<file path="config.mk">
export PLATFORM = sky130hd
export DESIGN_NAME = plane_bus_writer
export DESIGN_NICKNAME = d
export VERILOG_FILES = /design/src/rtl/plane_bus_writer.sv
export SDC_FILE = /design/constraint.sdc
export NUM_CORES = 1
export LEC_CHECK = 0
export CORE_AREA = 2 2 92 94
export CTS_CLUSTER_SIZE = 24
export DETAILED_ROUTE_END_ITERATION = 10
export DIE_AREA = 0 0 94 96
export PLACE_DENSITY_LB_ADDON = 0.12
export SKIP_CTS_REPAIR_TIMING = 1
export SLEW_MARGIN = 30
export SYNTH_ARGS = -nofsm -noshare
export SYNTH_HDL_FRONTEND = slang
export SYNTH_SLANG_ARGS = --single-unit
</file>
<file path="constraint.sdc">
create_clock -name clk -period 2.8 [get_ports clk]
set_clock_uncertainty 0.05 [all_clocks]
set_input_delay 0.42 -clock clk [delete_from_list [all_inputs] [get_ports clk]]
set_output_delay 0.42 -clock clk [all_outputs]
set_load 0.02 [all_outputs]
</file>
<file path="src/rtl/plane_bus_writer.sv">
// rtl/plane_bus_writer.sv - queued byte writer that strobes {rs, data} onto the plane controller bus
module plane_bus_writer #(
    parameter int D_WIDTH       = 8,
    parameter int FIFO_DEPTH    = 4,
    parameter int STROBE_CYCLES = 4,
    parameter int GAP_CYCLES    = 4
) (
    input  logic               clk,
    input  logic               reset,
    input  logic [D_WIDTH-1:0] inData,
    input  logic               inRs,
    input  logic               inValid,
    output logic               inReady,
    output logic [D_WIDTH-1:0] dataOut,
    output logic               dataEn,
    output logic               rs,
    output logic               busy
);

    localparam int AW       = $clog2(FIFO_DEPTH);
    localparam int MAX_CYC  = (STROBE_CYCLES > GAP_CYCLES) ? STROBE_CYCLES : GAP_CYCLES;
    localparam int CW       = (MAX_CYC > 1) ? $clog2(MAX_CYC) : 1;

    localparam logic [AW:0]   CNT_FULL    = (AW+1)'(FIFO_DEPTH);
    localparam logic [AW:0]   CNT_ONE     = (AW+1)'(1);
    localparam logic [AW-1:0] PTR_ONE     = AW'(1);
    localparam logic [CW-1:0] CYC_ONE     = CW'(1);
    localparam logic [CW-1:0] STROBE_LOAD = CW'(STROBE_CYCLES - 1);
    localparam logic [CW-1:0] GAP_LOAD    = CW'(GAP_CYCLES - 1);

    typedef enum logic [1:0] {
        ST_IDLE   = 2'd0,
        ST_STROBE = 2'd1,
        ST_GAP    = 2'd2
    } state_t;

    // Queue storage: each entry keeps the register select above the data byte.
    logic [D_WIDTH:0] mem_q [FIFO_DEPTH];
    logic [AW-1:0]    wr_ptr_q, wr_ptr_d;
    logic [AW-1:0]    rd_ptr_q, rd_ptr_d;
    logic [AW:0]      count_q, count_d;

    state_t           state_q;
    logic [CW-1:0]    cyc_q;
    logic             data_en_q;
    logic [D_WIDTH-1:0] data_out_q;
    logic             rs_q;

    logic             fifo_full;
    logic             fifo_empty;
    logic             push;
    logic             pop;
    logic [D_WIDTH:0] head;

    assign fifo_full  = (count_q == CNT_FULL);
    assign fifo_empty = (count_q == '0);

    // Ready depends only on queue occupancy so upstream never sees a loop through inValid.
    assign inReady = !fifo_full;
    assign push    = inValid && !fifo_full;

    // The bus side only takes a new entry from IDLE, i.e. after the full gap has elapsed.
    assign pop  = (state_q == ST_IDLE) && !fifo_empty;
    assign head = mem_q[rd_ptr_q];

    assign busy    = (state_q != ST_IDLE) || !fifo_empty;
    assign dataEn  = data_en_q;
    assign dataOut = data_out_q;
    assign rs      = rs_q;

    // Write accepted transfers into the slot under the write pointer.
    always_ff @(posedge clk) begin
        if (push) begin
            mem_q[wr_ptr_q] <= {inRs, inData};
        end
    end

    // Next pointer and occupancy values; a push and pop together cancel out.
    always_comb begin
        wr_ptr_d = wr_ptr_q;
        rd_ptr_d = rd_ptr_q;
        count_d  = count_q;
        if (push) begin
            wr_ptr_d = wr_ptr_q + PTR_ONE;
        end
        if (pop) begin
            rd_ptr_d = rd_ptr_q + PTR_ONE;
        end
        case ({push, pop})
            2'b10:   count_d = count_q + CNT_ONE;
            2'b01:   count_d = count_q - CNT_ONE;
            default: count_d = count_q;
        endcase
    end

    // Queue bookkeeping registers; reset empties the queue.
    always_ff @(posedge clk or negedge reset) begin
        if (!reset) begin
            wr_ptr_q <= '0;
            rd_ptr_q <= '0;
            count_q  <= '0;
        end else begin
            wr_ptr_q <= wr_ptr_d;
            rd_ptr_q <= rd_ptr_d;
            count_q  <= count_d;
        end
    end

    // Bus sequencer: strobe for STROBE_CYCLES, hold data through the gap, then one idle cycle.
    always_ff @(posedge clk or negedge reset) begin
        if (!reset) begin
            state_q    <= ST_IDLE;
            cyc_q      <= '0;
            data_en_q  <= 1'b0;
            data_out_q <= '0;
            rs_q       <= 1'b0;
        end else begin
            case (state_q)
                ST_IDLE: begin
                    if (!fifo_empty) begin
                        data_out_q <= head[D_WIDTH-1:0];
                        rs_q       <= head[D_WIDTH];
                        data_en_q  <= 1'b1;
                        cyc_q      <= STROBE_LOAD;
                        state_q    <= ST_STROBE;
                    end
                end
                ST_STROBE: begin
                    if (cyc_q == '0) begin
                        data_en_q <= 1'b0;
                        cyc_q     <= GAP_LOAD;
                        state_q   <= ST_GAP;
                    end else begin
                        cyc_q <= cyc_q - CYC_ONE;
                    end
                end
                ST_GAP: begin
                    if (cyc_q == '0) begin
                        state_q <= ST_IDLE;
                    end else begin
                        cyc_q <= cyc_q - CYC_ONE;
                    end
                end
                default: begin
                    data_en_q <= 1'b0;
                    cyc_q     <= '0;
                    state_q   <= ST_IDLE;
                end
            endcase
        end
    end

endmodule

</file>
# Word-level counts from Yosys, hierarchy flattened
# Memories as Yosys holds them, arrays and structs flattened. A register that Yosys moved wholly into a read port is not among the register bits.
# Index checks and enable logic that the tools add are counted.
totals:
  elab_cells: 52
  reg_bits: 12
  input_bits: 12
  n_memories: 1
  mem_bits_rw: 36
  out_inout_bits: 12
memory_table:
  columns: ["memory", "depth", "width", "rd", "rd_ports_with_merged_regs", "wr", "line_no", "text"]
  rows:
  - ["mem_q", 4, 9, 1, 1, 1, "38", "logic [D_WIDTH:0] mem_q [FIFO_DEPTH];"]
classes:
  bitwise: 2
  muxes: 14
  n_addsub: 5
  n_eq_ne: 9
  reduce_logical: 15
op_table:
  columns: ["op", "count"]
  rows:
  - ["$mux 2", 6]
  - ["$pmux 2 s3", 2]
  - ["$ne 2x2->1 const B", 4]
  - ["$pmux 3 s2", 1]
  - ["$reduce_and 3->1", 2]
  - ["$add 2x1->2 const B", 2]
  - ["$eq 2x1->1 const B", 2]
  - ["$eq 2x2->1 const B", 2]
  - ["$logic_not 2->1", 2]
  - ["$mux 1", 4]
  - ["$reduce_and 2->1", 2]
  - ["$reduce_bool 2->1", 2]
  - ["$add 3x1->3 const B", 1]
  - ["$eq 3x3->1 const B", 1]
  - ["$logic_not 1->1", 3]
  - ["$logic_not 3->1", 1]
  - ["$pmux 1 s3", 1]
  - ["$sub 3x1->3 const B", 1]
  - ["$logic_and 1x1->1", 2]
  - ["$not 1->1", 2]
  - ["$sub 2x1->2 const B", 1]
  - ["$logic_or 1x1->1", 1]

# Depth between registers and ports, before layout
# Gate-level depths: netlist (run 1).
depth:
  ltp_word: 5
  depth_mapped: 10
  depth_no_buf: 9

# Worst setup path before layout (run 1)
# No wires, ideal clock.
synth_timing:
  path_type: "register to register"
  start: "reg count_q[0]"
  end: "reg count_q[2]"
  path_slack_ps: 619
  synth_period_minus_slack_ps: 2181
  setup_time_ps: 79
  path_stages_with_launch: 10
  t_arrival_ps: 2052
  cell_sequence: "dfrtp_1 or3b_4 and2_4 inv_1 ha_1 inv_1 fa_1 xor2_1 nor2_1 xor2_1"
synth_between:
  elab_chain_len: 5
  elab_cells_between_ends: 12
  classes_between: "add/sub: 2; eq/ne: 3; mux: 1; reduce/logical: 6"
synth_lines:
  columns: ["item", "line_no", "text"]
  rows:
  - ["start: declaration", "41", "logic [AW:0] count_q, count_d;"]
  - ["start signal: assignment", "105", "count_q <= count_d;"]
  - ["$eq 3x3->1 (*)", "55", "assign fifo_full = (count_q == CNT_FULL);"]
  - ["$logic_not 1->1 (*)", null, null]
  - ["via inReady", "13", "output logic inReady,"]
  - ["$logic_and 1x1->1 (*)", "60", "assign push = inValid && !fifo_full;"]
  - ["$eq 2x1->1 or $eq 2x2->1 (tied branches)", "89", "case ({push, pop})"]
  - ["$pmux 3 s2 or $reduce_bool 2->1 (tied branches)", null, null]
# The timed path passes the listed nets; every way through them passes the cells marked *.
# A chain may end at the register's enable or synchronous reset.

# Worst setup path in the final report (run 1)
layout_timing:
  start: "reg count_q[0]"
  end: "reg count_q[2]"
layout_between:
  elab_chain_len: 5
  elab_cells_between_ends: 12
  classes_between: "add/sub: 2; eq/ne: 3; mux: 1; reduce/logical: 6"
layout_lines:
  columns: ["item", "line_no"]
  rows:
  - ["$eq 3x3->1 or $logic_not 3->1 (tied branches)", "55, 56"]
  - ["$logic_not 1->1, on equally long branches", null]
  - ["$logic_and 1x1->1, on equally long branches", "60, 63"]
  - ["$eq 2x1->1 or $eq 2x2->1 (tied branches)", "89"]
  - ["$pmux 3 s2 or $reduce_bool 2->1 (tied branches)", null]
# Parallel ways exist; a longest one is shown, timed or not.

==> summary.md, run 1 <==
| Metric | Value |
|---|---|
| Minimum clock period | `approximately 2.3 ns` |
| Vias in the first global route | `about 1,300` |
| Reg-to-reg slack, setup | `0.52 ns` |
| # clock sinks | `57` |
| TNS Setup | `0 ns` |
| Die Ht | `96 um` |
| Hold WS | `a little over 0.4 ns` |
| Register area share after synthesis | `0.686` |
| Warnings from Yosys | `0` |
| PwrDens | `approximately 1100 nW/um2` |
| Wire length on met1 | `about 1800 um` |
| Switching pwr | `1.05 mW` |
| Register area | `1610 um2` |
| Reg2reg start | `count_q[0]` |
| Met2 wire length | `2140 um` |
| Synthesized area | `approximately 2300 um2` |
| Seq pwr share | `0.422` |
| Top Metal Used | `met4` |
| DR iter-0 viols | `between 40 and 50` |
| Mapped Nets | `roughly 150` |
| Synthesized netlist cell count | `around 130` |
| Die X | `94 um` |
| Critical path launch point type | `register` |
| Final WS setup | `0.523 ns` |
| Comb pwr share | `0.352` |
| Antenna violations before repair | `0` |
| Switching Fraction | `0.319` |
| Average via count per standard cell | `around 4.3` |
| Post-route clock period utilization | `0.813` |
| Antenna cell count | `0` |
| Drt drc | `0` |
| Yosys reg bits | `57` |
| Worst setup endpoint | `count_q[2]` |
| CORE AREA | `roughly 8100 um2` |
| FF-to-FF End | `count_q[2]` |
| Clock Root Buffer | `clkbuf_8` |
| Worst-Skew Late Latency | `0.33 ns` |
| Layout cell share with drive strength beyond 1 | `0.235` |
| Clock share of power | `0.226` |
| Via count | `roughly 1,200` |
| Routed WL | `between 4000 and 5000 um` |
| Wirelength per Cell | `15.5 um` |
| Grt ovf | `0` |
| Worst setup startpoint | `count_q[0]` |
| Worst slack at placement | `around 0.51 ns` |
| WP data required | `3.00 ns` |
| Max-cap violations | `0` |
| Drt first pass iters | `4` |
| Upper clock frequency limit | `about 440 MHz` |
| First-pass GRT wire length | `approximately 7000 um` |
| CTS Buf Count | `9` |
| Row Count | `33` |
| Multi-input logic area | `~670 um2` |
| Fin. max-slew vios | `0` |
| Area growth from synthesis to layout | `23.3%` |
| Final GP Congestion | `between 0.6 and 0.7` |
| Largest net degree at the start of global routing | `22` |
| Max Buffers Root-to-Sink | `2` |
| Relative slew slack | `0.546` |
| Die Footprint | `about 9000 um2` |
| Critical path type | `register to register` |
| CTS tree | `done` |
| Layout Nets | `about 180` |
| Slew @ Worst Pin | `between 0.6 and 0.7 ns` |
| Class of the worst hold path | `input pin to asynchronous set/reset pin` |
| H-Tree Level Count | `3` |
| Final hold vios | `0` |
| Post-Place Cells | `259` |
| Initial Util | `0.291` |
| Status | `finished clean` |
| Util after Layout | `0.359` |
| Static Leak | `approximately 1.1 nW` |
| Worst-case reg-to-reg path depth | `9` |
| Crit path DAT | `2.47 ns` |
| GRT Total Usage | `0.111` |
| Fillcell total | `around 780` |
| Layout Cells excl Fill | `approximately 280` |
| Worst-path maximum fanout | `6` |
| I/O pin count | `24` |
| Routed met3 length | `246 um` |
| HPWL after DPL | `2750 um` |
| Netlist cell types | `27` |
| Crit end category | `register` |
| Port Buf Inserts | `23` |
| RSZ-0062 raised after global routing | `false` |
| Peak supply drop | `around 490 uV` |
| Clock Pin Slew Worst Setup and Hold Paths | `0.06 ns` |
| Antenna Nets Post-Route | `0` |
| Pint | `~2.2 mW` |
| Mean Syn Cell Area | `~18 um2` |
| Setup Viol. Count Final | `0` |
-- worst min-delay path by stage --
stage | from | endpoint | slack (ns) | depth (start not counted)
2_1_floorplan | reset | count_q[0] | 0.07 | 0
3_5_place_dp | dataOut[7] | dataOut[7] | 0.45 | 1
4_1_cts | reset | dataOut[3] | 0.40 | 2
3_3_place_gp | count_q[2] | count_q[2] | 0.44 | 1
6_report | reset | dataOut[3] | 0.40 | 2
5_1_grt | reset | dataOut[3] | 0.41 | 2
-- kinds of logic (layout without fill, tap and decap cells) --
kind of cell | Yosys count | in the layout | synth area share
flops | 57 | 57 | 0.686
xor+xnor | 7 | 7 | 0.0262
compound gates | 6 | 6 | 0.0198
mux | 22 | 22 | 0.153
fa+ha+maj | 7 | 7 | 0.0406
buf+inv | 14 | 52 | 0.0288
simple gates | 19 | 19 | 0.0464
-- power by group through the flow --
stage / combinational [mW] / clock, mW / sequential [mW]
final: 1.16 / 0.744 / 1.39
after global routing: 1.28 / 0.816 / 1.43
after CTS: 1.18 / 0.771 / 1.40
after detailed placement: 1.18 / 0 / 1.41
after global placement: 1.13 / 0 / 1.39
after floorplan: 0.799 / 0 / 1.39
-- per-stage QoR --
| stage | area (um2) | total power, mW |
|---|---|---|
| finish | 2890 | 3.29 |
| global route | 2890 | 3.53 |
| CTS | 2890 | 3.35 |
| detailed placement | 2690 | 2.59 |
| global placement | 2690 | 2.53 |
| floorplan | 2340 | 2.19 |
-- worst max-delay path, cell delays in order, from the launching register on --
cell     delay [ns]
dfrtp_1        0.43
or3b_4         0.45
and2_4         0.19
inv_1          0.05
ha_1           0.17
inv_1          0.07
fa_1           0.37
xor2_1         0.15
nor2_1         0.11
xor2_1         0.15
-- synthesized netlist by cell type --
library cell	count	area, um2
o21ai_0	3	15.0
nor3_1	1	5.00
dfrtp_1	21	526
xor2_1	2	17.5
mux2i_1	2	20.0
mux2_4	1	15.0
nand3_1	1	5.00
fa_1	1	20.0
ha_1	6	75.1
edfxtp_1	36	1080
xnor2_1	5	43.8
clkbuf_1	1	3.75
and3_1	4	25.0
a221oi_1	1	8.76
nor2_1	3	11.3
o221a_2	2	22.5
and2_4	1	8.76
or3_1	1	6.26
mux4_2	7	158
or3b_4	1	11.3
nand2_1	3	11.3
nand2_2	1	6.26
nor2b_1	3	18.8
buf_6	2	22.5
mux2_2	10	113
mux4_1	2	52.6
inv_1	11	41.3
-- registers in the layout, summed over array words and instances (netlist names), 2 cells and up --
signal    count
count_q       3
wr_ptr_q      2
dataOut       8
cyc_q         2
state_q       2
rd_ptr_q      2
mem_q        36
-- cell type report --
type	instances	area share
Clock inverter	5	0.0190
Clock buffer	11	0.0489
Sequential cell	57	0.556
Tap cell	105	0.0455
Multi-Input combinational cell	61	0.232
Inverter	11	0.0143
Timing Repair Buffer	25	0.0848
-- cell usage in the layout (no fill, tap or decap), types with 2 or more instances in the layout --
master	synthesis	final
and3_1	4	4
buf_4	0	2
clkbuf_8	0	10
clkdlybuf4s50_1	0	23
clkinv_2	0	2
clkinvlp_4	0	2
dfrtp_1	21	21
edfxtp_1	36	36
ha_1	6	6
inv_1	11	11
mux2_2	10	10
mux2i_1	2	2
mux4_1	2	2
mux4_2	7	7
nand2_1	3	3
nor2_1	3	3
nor2b_1	3	3
o21ai_0	3	3
o221a_2	2	2
xnor2_1	5	5
xor2_1	2	2
-- per-layer routing --
| layer | track usage | vias up |
|---|---|---|
| met5 | 0 | - |
| met4 | 0.0459 | 0 |
| met3 | 0.0509 | 4 |
| met2 | 0.178 | 31 |
| met1 | 0.131 | 601 |
| li1 | - | 560 |
(Power assumes the default switching activity.)
==> run 2, diff against run 1 <==
==> constraint.sdc (replaced) <==
create_clock -name clk -period 2.4 [get_ports clk]
set_clock_uncertainty 0.05 [all_clocks]
set_input_delay 0.36 -clock clk [delete_from_list [all_inputs] [get_ports clk]]
set_output_delay 0.36 -clock clk [all_outputs]
set_load 0.02 [all_outputs]
==> run 2 against run 1 <==
Combinational power increased by 22%. Worst setup slack got worse by 0.38 ns. Wire length decreased by 0.89%. Sequential power increased by 14%. First-iteration DRC count increased by 50%. Sequential cell count unchanged. Critical path type unchanged. Largest power group unchanged.
==> summary.md, run 2 (synthesis results as in run 1) <==
| Metric | Value |
|---|---|
| CP cell instances | `or3b_4 -> and2_4 -> inv_1 -> ha_1 -> inv_1 -> fa_1 -> xor2_1 -> nor2_1 -> xor2_1` |
| Reg2reg start | `count_q[0]` |
| Worst setup startpoint | `count_q[0]` |
| HPWL after DPL | `2830 um (+3.0%)` |
| CORE AREA | `8050 um2 (unchanged)` |
| Wirelength per Cell | `15.3 um (-1.3%)` |
| Area growth from synthesis to layout | `21.9%` |
| Minimum clock period | `2.25 ns (-0.0217 ns)` |
| Upper clock frequency limit | `443 MHz (+0.96%)` |
| Antenna cell count | `0 (unchanged)` |
| Drt first pass iters | `4 (unchanged)` |
| Initial Util | `0.291 (unchanged)` |
| Peak supply drop | `567 uV (+17%)` |
| Register area | `1610 um2 (unchanged)` |
| Die Ht | `96 um (unchanged)` |
| Critical path type | `register to register` |
| Fillcell total | `793 (+1.9%)` |
| Vias in the first global route | `1,240 (-2.7%)` |
| Drt drc | `0 (unchanged)` |
| Multi-input logic area | `669 um2 (unchanged)` |
| Class of the worst hold path | `input pin to asynchronous set/reset pin` |
| Relative slew slack | `0.636 (+0.0905)` |
| H-Tree Level Count | `3 (unchanged)` |
| Worst slack at placement | `0.137 ns (-0.377 ns)` |
| Layout cell share with drive strength beyond 1 | `0.216 (-0.0189)` |
| FF-to-FF End | `count_q[2]` |
| Final hold vios | `0 (unchanged)` |
| Clock Root Buffer | `clkbuf_8` |
| Crit-path slowest cell | `or3b_4` |
| Final GP Congestion | `0.662 (-1.2%)` |
| Final WS setup | `0.145 ns (-0.378 ns)` |
| Worst-case reg-to-reg path depth | `9 (unchanged)` |
| Slew @ Worst Pin | `0.546 ns (-0.136 ns)` |
| Die X | `94 um (unchanged)` |
| Die Footprint | `9020 um2 (unchanged)` |
| Layout Nets | `186 (+1.1%)` |
| Worst-path maximum fanout | `6 (unchanged)` |
| Antenna Nets Post-Route | `0 (unchanged)` |
| Via count | `1,197 (+0.084%)` |
| Largest reg by FF count | `mem_q` |
| Status | `finished clean` |
| WP data required | `2.59 ns (-0.41 ns)` |
| PwrDens | `1290 nW/um2 (+13%)` |
| Average via count per standard cell | `4.34 (-0.28%)` |
| TNS Setup | `0 ns (unchanged)` |
| CTS tree | `done` |
| Crit path DAT | `2.45 ns (-0.02 ns)` |
| RSZ-0062 raised after global routing | `false` |
| Crit end category | `register` |
| Worst-Skew Late Latency | `0.32 ns (about the same)` |
| Fin. max-slew vios | `0 (unchanged)` |
| Max reg flops | `36 (unchanged)` |
| Port Buf Inserts | `23 (unchanged)` |
| Setup Viol. Count Final | `0 (unchanged)` |
| Grt ovf | `0 (unchanged)` |
| Critical path launch point type | `register` |
| Antenna violations before repair | `0 (unchanged)` |
| Commonest non-fill, non-tap cell in the layout | `edfxtp_1` |
| Critical path's largest stage delay | `0.44 ns (about the same)` |
| Worst setup endpoint | `count_q[2]` |
| I/O pin count | `24 (unchanged)` |
| DR iter-0 viols | `69 (+50%)` |
| GRT Total Usage | `0.108 (-0.00328)` |
| Max Buffers Root-to-Sink | `2 (unchanged)` |
| Row Count | `33 (unchanged)` |
| Largest net degree at the start of global routing | `22 (unchanged)` |
| Leading cell types in the layout, fill and taps excluded | `36 x edfxtp_1, 23 x clkdlybuf4s50_1, 21 x dfrtp_1, 11 x inv_1, 10 x mux2_2` |
| # clock sinks | `57 (unchanged)` |
| Post-route clock period utilization | `0.940 (+0.126)` |
| Routed WL | `4230 um (-0.89%)` |
| Max-cap violations | `0 (unchanged)` |
| Clock Pin Slew Worst Setup and Hold Paths | `0.06 ns (about the same)` |
| First-pass GRT wire length | `6770 um (-3.5%)` |
| CTS Buf Count | `9 (unchanged)` |
| Reg-to-reg slack, setup | `0.15 ns (-0.38 ns)` |
| Static Leak | `1.08 nW (-0.95%)` |
-- run 2: cell count changes in the layout (fill, tap and decap cells not counted) --
cell        change
bufinv_16       -1
clkinvlp_4      -2
clkbuf_8        -1
buf_4           +2
clkinv_2        -1
clkinv_1        +2
clkbuf_1        +2
-- run 2: per-layer routing --
metal | vias up | wire length, um | global-route usage
li1 | 561 | - | -
met1 | 600 | 1690 | 0.119
met2 | 27 | 2230 | 0.182
met3 | 9 | 233 | 0.0509
met4 | 0 | 70 | 0.0435
met5 | - | 0 | 0
-- run 2: worst min-delay path by stage --
stage,slack (ns),end,depth (start not counted)
after CTS,0.34,dataOut[4],2
after global placement,0.44,count_q[2],1
after detailed placement,0.45,dataOut[6],1
after global routing,0.35,dataOut[4],2
final,0.33,dataOut[3],2
after floorplan,0.01,count_q[0],0
-- run 2: stage by stage --
stage | total power [mW] | hold WS [ns] | std cells | util | area (um2)
floorplan | 2.55 | 0.0144 | 132 | - | 2340
global placement | 2.96 | 0.439 | 260 | 0.336 | 2700
detailed placement | 3.03 | 0.448 | 260 | 0.336 | 2700
CTS | 3.74 | 0.336 | 275 | 0.354 | 2850
global route | 3.95 | 0.350 | 276 | 0.355 | 2860
finish | 3.69 | 0.332 | 276 | 0.355 | 2860
-- run 2: critical path, delay by kind of cell (launching register included) --
| family | cells | cell delay [ns] |
|---|---|---|
| buffers and inverters | 2 | 0.11 |
| flip-flops | 1 | 0.42 |
| XOR/XNOR | 2 | 0.30 |
| adder cells (fa/ha/maj) | 2 | 0.54 |
| AND/OR/NAND/NOR | 3 | 0.74 |
-- run 2: area by class of cell --
class / count / area share
clock buffer: 12 / 0.0473
clock inverter: 3 / 0.00438
inverter: 11 / 0.0145
multi-input combinational: 61 / 0.234
sequential: 57 / 0.562
tap: 105 / 0.0460
timing repair buffer: 27 / 0.0911
-- run 2: power by group --
part | total (mW) | switching, mW | internal (mW) | leakage (nW)
Clock | 0.695 | 0.334 | 0.360 | 0.0753
Sequential | 1.58 | 0.204 | 1.38 | 0.575
Combinational | 1.41 | 0.659 | 0.755 | 0.431
